==> src/rtl/bus_pkg.sv <==
// Shared definitions for the serial system bus: slave FSM states, default
// widths and the latched operation encoding.
package bus_pkg;

  localparam int unsigned ADDR_W_DEF = 12;
  localparam int unsigned DATA_W_DEF = 8;

  typedef enum logic [2:0] {
    S_IDLE,
    S_ADDR,
    S_WDATA,
    S_WRITE,
    S_RREQ,
    S_RCAP,
    S_RDATA,
    S_DONE
  } state_e;

  typedef enum logic {
    OP_WRITE = 1'b0,
    OP_READ  = 1'b1
  } op_e;

endpackage

==> src/rtl/bus_shift_reg.sv <==
// LSB-first shift register: serial bits enter at the MSB and move toward bit 0.
// A parallel load takes priority over shifting.
module bus_shift_reg #(
  parameter int unsigned W = 8
) (
  input  logic         clk_i,
  input  logic         rst_ni,
  input  logic         ld_i,
  input  logic [W-1:0] ld_data_i,
  input  logic         en_i,
  input  logic         sin_i,
  output logic [W-1:0] q_o
);

  logic [W-1:0] q_q, q_d;

  always_comb begin
    q_d = q_q;
    if (ld_i) begin
      q_d = ld_data_i;
    end else if (en_i) begin
      q_d = {sin_i, q_q[W-1:1]};
    end
  end

  always_ff @(posedge clk_i or negedge rst_ni) begin
    if (!rst_ni) begin
      q_q <= '0;
    end else begin
      q_q <= q_d;
    end
  end

  assign q_o = q_q;

endmodule

==> src/rtl/slave_in.sv <==
// Slave endpoint of the serial system bus: deserialises address/burst/write
// data, drives single-cycle memory strobes and serialises read data back.
module slave_in
  import bus_pkg::*;
#(
  parameter int unsigned ADDR_W = ADDR_W_DEF,
  parameter int unsigned DATA_W = DATA_W_DEF
) (
  input  logic              clk,
  input  logic              reset,
  input  logic              sel,
  input  logic              master_valid,
  input  logic              master_ready,
  input  logic              write_en,
  input  logic              read_en,
  input  logic              rx_address,
  input  logic              rx_burst_number,
  input  logic              rx_data,
  output logic              slave_ready,
  output logic              slave_valid,
  output logic              tx_data,
  output logic              rx_done,
  output logic [ADDR_W-1:0] mem_addr,
  output logic [DATA_W-1:0] mem_wdata,
  output logic              mem_we,
  output logic              mem_re,
  input  logic [DATA_W-1:0] mem_rdata
);

  localparam int unsigned MAX_W = (ADDR_W > DATA_W) ? ADDR_W : DATA_W;
  localparam int unsigned CNT_W = $clog2(MAX_W);

  state_e           state_q, state_d;
  op_e              op_q, op_d;
  logic [CNT_W-1:0] cnt_q, cnt_d;
  logic             alive_q;

  logic              addr_en, wd_en, rd_ld, rd_en, beat_end, last_beat, start;
  logic [ADDR_W-1:0] addr_sr, burst_sr;
  logic [DATA_W-1:0] wdata_sr, rdata_sr;
  logic              unused_rd_hi;

  // Address and burst registers double as the beat address and the
  // remaining-beat counter: each beat end reloads them with +1 / -1.
  bus_shift_reg #(.W(ADDR_W)) u_addr (
    .clk_i(clk), .rst_ni(reset), .ld_i(beat_end), .ld_data_i(addr_sr + ADDR_W'(1)),
    .en_i(addr_en), .sin_i(rx_address), .q_o(addr_sr)
  );

  bus_shift_reg #(.W(ADDR_W)) u_burst (
    .clk_i(clk), .rst_ni(reset), .ld_i(beat_end), .ld_data_i(burst_sr - ADDR_W'(1)),
    .en_i(addr_en), .sin_i(rx_burst_number), .q_o(burst_sr)
  );

  bus_shift_reg #(.W(DATA_W)) u_wdata (
    .clk_i(clk), .rst_ni(reset), .ld_i(1'b0), .ld_data_i('0),
    .en_i(wd_en), .sin_i(rx_data), .q_o(wdata_sr)
  );

  bus_shift_reg #(.W(DATA_W)) u_rdata (
    .clk_i(clk), .rst_ni(reset), .ld_i(rd_ld), .ld_data_i(mem_rdata),
    .en_i(rd_en), .sin_i(1'b0), .q_o(rdata_sr)
  );

  assign unused_rd_hi = ^rdata_sr[DATA_W-1:1];

  // A burst value of 0 or 1 both mean this is the final beat.
  assign last_beat = (burst_sr <= ADDR_W'(1));
  assign start     = sel & master_valid & slave_ready & (write_en ^ read_en);

  always_comb begin
    state_d     = state_q;
    op_d        = op_q;
    cnt_d       = cnt_q;
    slave_ready = 1'b0;
    slave_valid = 1'b0;
    rx_done     = 1'b0;
    mem_we      = 1'b0;
    mem_re      = 1'b0;
    addr_en     = 1'b0;
    wd_en       = 1'b0;
    rd_ld       = 1'b0;
    rd_en       = 1'b0;
    beat_end    = 1'b0;
    unique case (state_q)
      S_IDLE: begin
        slave_ready = alive_q & sel;
        if (start) begin
          op_d    = write_en ? OP_WRITE : OP_READ;
          addr_en = 1'b1;
          cnt_d   = CNT_W'(1);
          state_d = S_ADDR;
        end
      end
      S_ADDR: begin
        if (!sel) begin
          state_d = S_IDLE;
        end else begin
          addr_en = 1'b1;
          if (cnt_q == CNT_W'(ADDR_W - 1)) begin
            cnt_d   = '0;
            state_d = (op_q == OP_WRITE) ? S_WDATA : S_RREQ;
          end else begin
            cnt_d = cnt_q + CNT_W'(1);
          end
        end
      end
      S_WDATA: begin
        if (!sel) begin
          state_d = S_IDLE;
        end else begin
          wd_en = 1'b1;
          if (cnt_q == CNT_W'(DATA_W - 1)) begin
            cnt_d   = '0;
            state_d = S_WRITE;
          end else begin
            cnt_d = cnt_q + CNT_W'(1);
          end
        end
      end
      S_WRITE: begin
        // The strobe is issued even if sel drops in this cycle.
        mem_we   = 1'b1;
        beat_end = 1'b1;
        if (!sel)           state_d = S_IDLE;
        else if (last_beat) state_d = S_DONE;
        else                state_d = S_WDATA;
      end
      S_RREQ: begin
        if (!sel) begin
          state_d = S_IDLE;
        end else begin
          mem_re  = 1'b1;
          state_d = S_RCAP;
        end
      end
      S_RCAP: begin
        if (!sel) begin
          state_d = S_IDLE;
        end else begin
          rd_ld   = 1'b1;
          state_d = S_RDATA;
        end
      end
      S_RDATA: begin
        if (!sel) begin
          state_d = S_IDLE;
        end else if (master_ready) begin
          slave_valid = 1'b1;
          rd_en       = 1'b1;
          if (cnt_q == CNT_W'(DATA_W - 1)) begin
            cnt_d    = '0;
            beat_end = 1'b1;
            state_d  = last_beat ? S_DONE : S_RREQ;
          end else begin
            cnt_d = cnt_q + CNT_W'(1);
          end
        end
      end
      S_DONE: begin
        rx_done = sel;
        state_d = S_IDLE;
      end
      default: state_d = S_IDLE;
    endcase
    if (state_d == S_IDLE && state_q != S_IDLE) cnt_d = '0;
  end

  always_ff @(posedge clk or negedge reset) begin
    if (!reset) begin
      state_q <= S_IDLE;
      op_q    <= OP_WRITE;
      cnt_q   <= '0;
      alive_q <= 1'b0;
    end else begin
      state_q <= state_d;
      op_q    <= op_d;
      cnt_q   <= cnt_d;
      alive_q <= 1'b1;
    end
  end

  assign mem_addr  = addr_sr;
  assign mem_wdata = wdata_sr;
  assign tx_data   = slave_valid & rdata_sr[0];

endmodule

==> config.mk <==
export PLATFORM = sky130hd
export DESIGN_NAME = slave_in
export DESIGN_NICKNAME = d
export VERILOG_FILES = /design/src/rtl/bus_pkg.sv /design/src/rtl/bus_shift_reg.sv /design/src/rtl/slave_in.sv
export SDC_FILE = /design/constraint.sdc
export NUM_CORES = 1
export LEC_CHECK = 0
export ABC_AREA = 1
export CAP_MARGIN = 25
export CORE_MARGIN = 4
export CORE_UTILIZATION = 36
export DETAILED_ROUTE_END_ITERATION = 6
export PLACE_DENSITY_LB_ADDON = 0.2
export SYNTH_ARGS = -nofsm -noshare
export SYNTH_HDL_FRONTEND = slang
export SYNTH_SLANG_ARGS = --single-unit
export TNS_END_PERCENT = 50
==> constraint.sdc <==
create_clock -name clk -period 2.6 [get_ports clk]
set_input_delay 0.26 -clock clk [delete_from_list [all_inputs] [get_ports clk]]
set_output_delay 0.26 -clock clk [all_outputs]
set_load 0.005 [all_outputs]
======== Yosys cells after proc, flatten, opt, wreduce, memory -nomap -nowiden ========
Index checks and enable logic that the tools add are counted.
storage, ports and cells
  input port bits ......................... 18
  flip-flop bits (word level) ............. 49
  word-level logic and storage cells ...... 88
  output and inout port bits .............. 26
cells by class
  magnitude comparators ................... 1
  add/subtract/negate cells ............... 3
  bitwise gates (word level) .............. 6
  reductions and logical operators ........ 9
  eq/ne operators ......................... 14
  multiplexer cells ....................... 47
operators by type and width
  operator               count
  $mux 12                4
  $mux 3                 13
  $mux 4                 8
  $pmux 3 s8             1
  $mux 8                 2
  $pmux 4 s4             1
  $mux 1                 15
  $ne 3x3->1 const B     5
  $add 12x1->12 const B  1
  $eq 3x3->1 const B     4
  $le 12x1->1 const B    1
  $sub 12x1->12 const B  1
  $eq 3x2->1 const B     2
  $logic_not 3->1        2
  $reduce_and 6->1       1
  $and 1x1->1            5
  $reduce_bool 5->1      1
  $add 4x1->4 const B    1
  $eq 4x3->1 const B     1
  $eq 4x4->1 const B     1
  $pmux 1 s2             2
  $reduce_bool 2->1      2
  $eq 3x1->1 const B     1
  $reduce_bool 3->1      1
  4 further kinds        4

======== Depth between registers and ports, before layout ========
  depth after elaboration ................. 10
  mapped depth ............................ 14
  gate-level depth less buffers ........... 14

======== Hierarchy ========
From an unflattened synthesis, not the netlist that was laid out.
second synthesis, totals
  cells, all modules ...................... 422
  area, all modules ....................... 3,198.1 µm²
by module, submodules not included
  module                       area an instance (µm²)  times used  sequential area each (µm²)  cells an instance
  slave_in                     1,313.8                 1           225.2                       202
  bus_shift_reg (u_addr ...)   568.0                   2           300.3                       66
  bus_shift_reg (u_rdata ...)  374.1                   2           200.2                       44

======== Least setup slack after synthesis ========
Ideal clock, no wire load.
  path kind ............................... reg-to-reg
  start point ............................. register cnt_q[0]
  end point ............................... register cnt_q[3]
  slack ................................... 0.855 ns
  cell stages (with the launch flop) ...... 15
  data arrival time ....................... 1.628 ns
  library setup time ...................... 0.117 ns
  period minus slack after synthesis ...... 1.745 ns
  data required time ...................... 2.483 ns
  buffers on the path ..................... 0
  path through ............................ dfrtp_1 > ha_1 > nand2_1 > nor3_1 > inv_1 > nand2_1 > nand2_1 > nand2_1 > nand2_1 > nor2_1 > nand3_2 > nand2_4 > nand3_4 > nand2_1 > nand2_1
between the ends
  cells in the longest elaborated chain, start to end .. 9
  elaborated cells on any way between the ends .. 28
  classes of those cells .................. 1 x add/sub; 7 x eq/ne; 16 x mux; 4 x reduce/logical
ends and longest elaborated chain
  what                                                              line                              text
  from (decl)                                                       slave_in.sv:35                    logic [CNT_W-1:0] cnt_q, cnt_d;
  from (signal assigned)                                            slave_in.sv:178                   cnt_q <= cnt_d;
  $eq 4x3->1                                                        slave_in.sv:113, slave_in.sv:151
  $mux 3                                                            slave_in.sv:151                   if (cnt_q == CNT_W'(DATA_W - 1)) begin
  $mux 3                                                            slave_in.sv:148                   end else if (master_ready) begin
  $mux 3                                                            slave_in.sv:146                   if (!sel) begin
  $pmux 3 s8 *                                                      slave_in.sv:85                    unique case (state_q)
  net state_d[1]                                                    slave_in.sv:33                    state_e state_q, state_d;
  $logic_not 3->1 *                                                 slave_in.sv:166                   if (state_d == S_IDLE && state_q != S_IDLE) cnt_d = '0;
  $logic_and 1x1->1 *                                               slave_in.sv:166
  $ne 3x3->1 (no line) / $reduce_bool 5->1 (equally long branches)  -
  $reduce_and 6->1 (no line)                                        -
The timed path passes the listed nets; every way through them passes the cells marked *. The select of a mux whose other input is x is not followed.
A chain may end at the register's enable or synchronous reset.

======== Worst setup path in the final report ========
  start point ............................. register state_q[1]
  end point ............................... output port tx_data
between the ends
  cells in the longest elaborated chain, start to end .. 3
ends and longest elaborated chain
  what                    line             text
  from (decl)             slave_in.sv:33
  from (signal assigned)  slave_in.sv:176  state_q <= state_d;
  $eq 3x3->1              slave_in.sv:85
  $mux 1                  slave_in.sv:85
  $and 1x1->1             slave_in.sv:185  assign tx_data = slave_valid & rdata_sr[0];
  to (decl)               slave_in.sv:21   output logic tx_data,
Every way passes these cells.

==> flow_summary.json <==
{
  "io_pins": 44,
  "grt_pass1_vias": 2637,
  "ant_nets": 0,
  "path_class": "flip-flop to output pin",
  "die_h_um": 97.4,
  "setup_viol": 0,
  "postSynthAreaPerCell_um2": 7.81,
  "cp-end-kind": "output pin",
  "ctsLongestPathBuffers": 2,
  "synth-seq-area-share_pct": 42.6,
  "worstPathArrival_ns": 2.03,
  "yosysUniqueCellTypes": 35,
  "ir_drop_uv": 389,
  "dr.pass1.iters": 4,
  "timing.fmax_mhz": 436,
  "grtUsageTotal_pct": 14.9,
  "grt_overflow": 0,
  "port_buffers": 43,
  "finalHoldViolCount": 0,
  "synth_warnings": 0,
  "grt_max_degree": 31,
  "diodes": 0,
  "cp_max_fo": 10,
  "core_um2": 7730,
  "tritoncts_num_sinks": 49,
  "dp.final_hpwl_um": 5000,
  "clk_pin_slew_ns": 0.09,
  "syn_inst": 368,
  "grt_antenna_before_repair": 0,
  "syn_area_um2": 2880,
  "drive_above_1_share_pct": 7.86,
  "syn-num-nets": 390,
  "min_path_type": "input pin to async pin",
  "drt_iter0_markers": 168,
  "htree_levels": 2,
  "cts.hold.buffers_added": 1,
  "fin_crit_sh_pct": 88.1,
  "crit_family": "buffers and inverters",
  "rsz0062_at_grt": "false",
  "cts_tree": "done",
  "setup_tns_ns": 0,
  "max_stage_delay_ns": 0.50,
  "cp_data_required_time_ns": 2.34,
  "gp_congestion": 0.861,
  "cp-start-kind": "flip-flop",
  "slew_violations": 0,
  "post_cts_resize_count": 0,
  "viasPerCell": 4.90,
  "maxCapViolCount": 0,
  "outcome": "completed",
  "routed-via-count": 2559,
  "cts-root-buf": "clkbuf_8",
  "register_area_um2": 1230,
  "synth_seq_cells": 49,
  "wire_per_inst_um": 12.9,
  "drcViolationCount": 0,
  "die_w_um": 97.4,
  "wl_um": 6720,
  "fin_crit_ns": 2.29,
  "dieArea_um2": 9480,
  "slowest_stage": "dfrtp_1",
  "rows": 32,
  "finClkSkew_ns": 0.00707,
  "fill_cells": 764,
  "leakage_nw": 1.76,
  "grt_pass1_wl_um": 12000,
  "multi_input_area_um2": 1390,
  "clock_latency_ns": 0.30,
  "whs_ns": 0.452,
  "worstPathCellList": "inv_2 > nor2_4 > nand2_4 > nor2_8 > inv_1 > nor2_1 > clkdlybuf4s50_1",
  "path_buf_inv": 3,
  "nNetsFinal": 441,
  "post-cts-setup-buffers": 0,
  "p_per_area_nw_per_um2": 730,
  "numCtsBuffers": 5,
  "area_growth_pct": 23.8,
  "start_util_pct": 37.2
}
-- cells in the final DEF (no fill, tap or decap), types with 4 or more instances in the layout --
cell	instances
inv_1	54
clkdlybuf4s50_1	42
o21ai_0	22
a21oi_1	9
nand2_1	81
xor2_1	10
a22oi_1	9
clkbuf_8	6
dfrtp_1	49
nand3_1	26
buf_4	6
inv_2	4
nor3_1	8
nor2_1	43
o221ai_1	18
ha_1	4
-- registers in the layout, indices dropped and copies added (netlist names) --
signal,cells
state_q,3
u_burst.q_o,12
cnt_q,4
u_rdata.q_o,8
u_addr.q_o,12
u_wdata.q_o,8
op_q,1
alive_q,1
-- logic make-up (layout without fill, tap and decap cells) --
kind of cell | Yosys count | after routing | share of synthesized area (%)
AND/OR/NAND/NOR | 174 | 174 | 27.2
other | 1 | 1 | 0.130
flip-flops | 49 | 49 | 42.6
adder cells (fa/ha/maj) | 4 | 4 | 1.74
AO/OA/AOI/OAI | 64 | 64 | 15.5
XOR/XNOR | 10 | 10 | 3.05
buffers and inverters | 64 | 116 | 8.96
multiplexers | 2 | 2 | 0.783
-- power breakdown --
group	internal, mW	switching, mW
sequential	0.928	0.194
clock	0.314	0.250
combinational	0.424	0.489
total	1.67	0.933
-- per-layer routing --
| layer | GRT usage (%) | vias to the layer above | part of all wire (%) |
|---|---|---|---|
| met2 | 24.2 | 70 | 45 |
| met3 | 3.30 | 4 | 4.6 |
| met1 | 20.3 | 1175 | 50 |
| met4 | 3.09 | 0 | 0.70 |
| li1 | - | 1310 | - |
| met5 | 0 | - | 0 |
-- synthesized netlist by cell type --
cell type / number / area share [%]
o21bai_1: 1 / 0.26
a21oi_4: 2 / 1.1
clkbuf_1: 1 / 0.13
a22o_1: 1 / 0.30
nor3b_1: 1 / 0.26
nand3_4: 1 / 0.61
a41oi_1: 1 / 0.30
nor2_8: 1 / 0.70
nand3_1: 26 / 4.5
mux2_2: 2 / 0.78
and2_1: 1 / 0.22
inv_1: 54 / 7.0
nand2_1: 81 / 11
o221ai_1: 18 / 5.5
nand3b_1: 1 / 0.26
ha_1: 4 / 1.7
nor2_4: 1 / 0.39
nor2_1: 43 / 5.6
nand3_2: 1 / 0.35
nand4_1: 2 / 0.44
buf_4: 2 / 0.52
nor3_1: 8 / 1.4
conb_1: 1 / 0.13
xor2_1: 10 / 3.0
o21ai_0: 22 / 3.8
o211ai_1: 1 / 0.26
nand2_2: 3 / 0.65
nand2_4: 2 / 0.78
inv_2: 4 / 0.52
nor2_2: 2 / 0.44
a21oi_1: 9 / 1.6
dfrtp_1: 49 / 43
a22oi_1: 9 / 2.3
buf_6: 1 / 0.39
buf_2: 2 / 0.35
-- layout make-up --
cell class | instances | share of cell area (%)
Sequential cell | 49 | 34.4
Tap cell | 102 | 3.59
Clock buffer | 7 | 2.43
Multi-Input combinational cell | 255 | 39.1
Clock inverter | 1 | 0.844
Timing Repair Buffer | 50 | 13.5
Inverter | 58 | 6.12
-- through the flow --
stage	instances	utilization, %	setup slack (ns)	total power, mW	instance area, um2
finish	522	46.1	0.309	2.60	3560
global route	522	46.1	0.101	2.82	3560
CTS	522	46.1	0.300	2.64	3560
detailed placement	513	44.4	0.359	2.05	3430
global placement	513	44.4	0.400	2.04	3430
floorplan	368	-	0.855	1.68	2880
-- final timing paths --
kind                                            startpoint                          to  slack, ns  cells past startpoint
worst max-delay path                  state_q[1]$_DFF_PN0_                     tx_data       0.31                      7
worst min-delay path                                 reset  u_rdata.q_o[7]$_DFFE_PN0P_       0.45                      2
worst max register to register        cnt_q[0]$_DFFE_PN0P_        cnt_q[3]$_DFFE_PN0P_       0.56                     14
worst min register to register  u_rdata.q_o[1]$_DFFE_PN0P_  u_rdata.q_o[1]$_DFFE_PN0P_       0.49                      2
max in group asynchronous                            reset        cnt_q[2]$_DFFE_PN0P_       1.39                      3
min in group clk                u_rdata.q_o[1]$_DFFE_PN0P_  u_rdata.q_o[1]$_DFFE_PN0P_       0.49                      2
No activity file was read; power rests on OpenSTA's default activity.
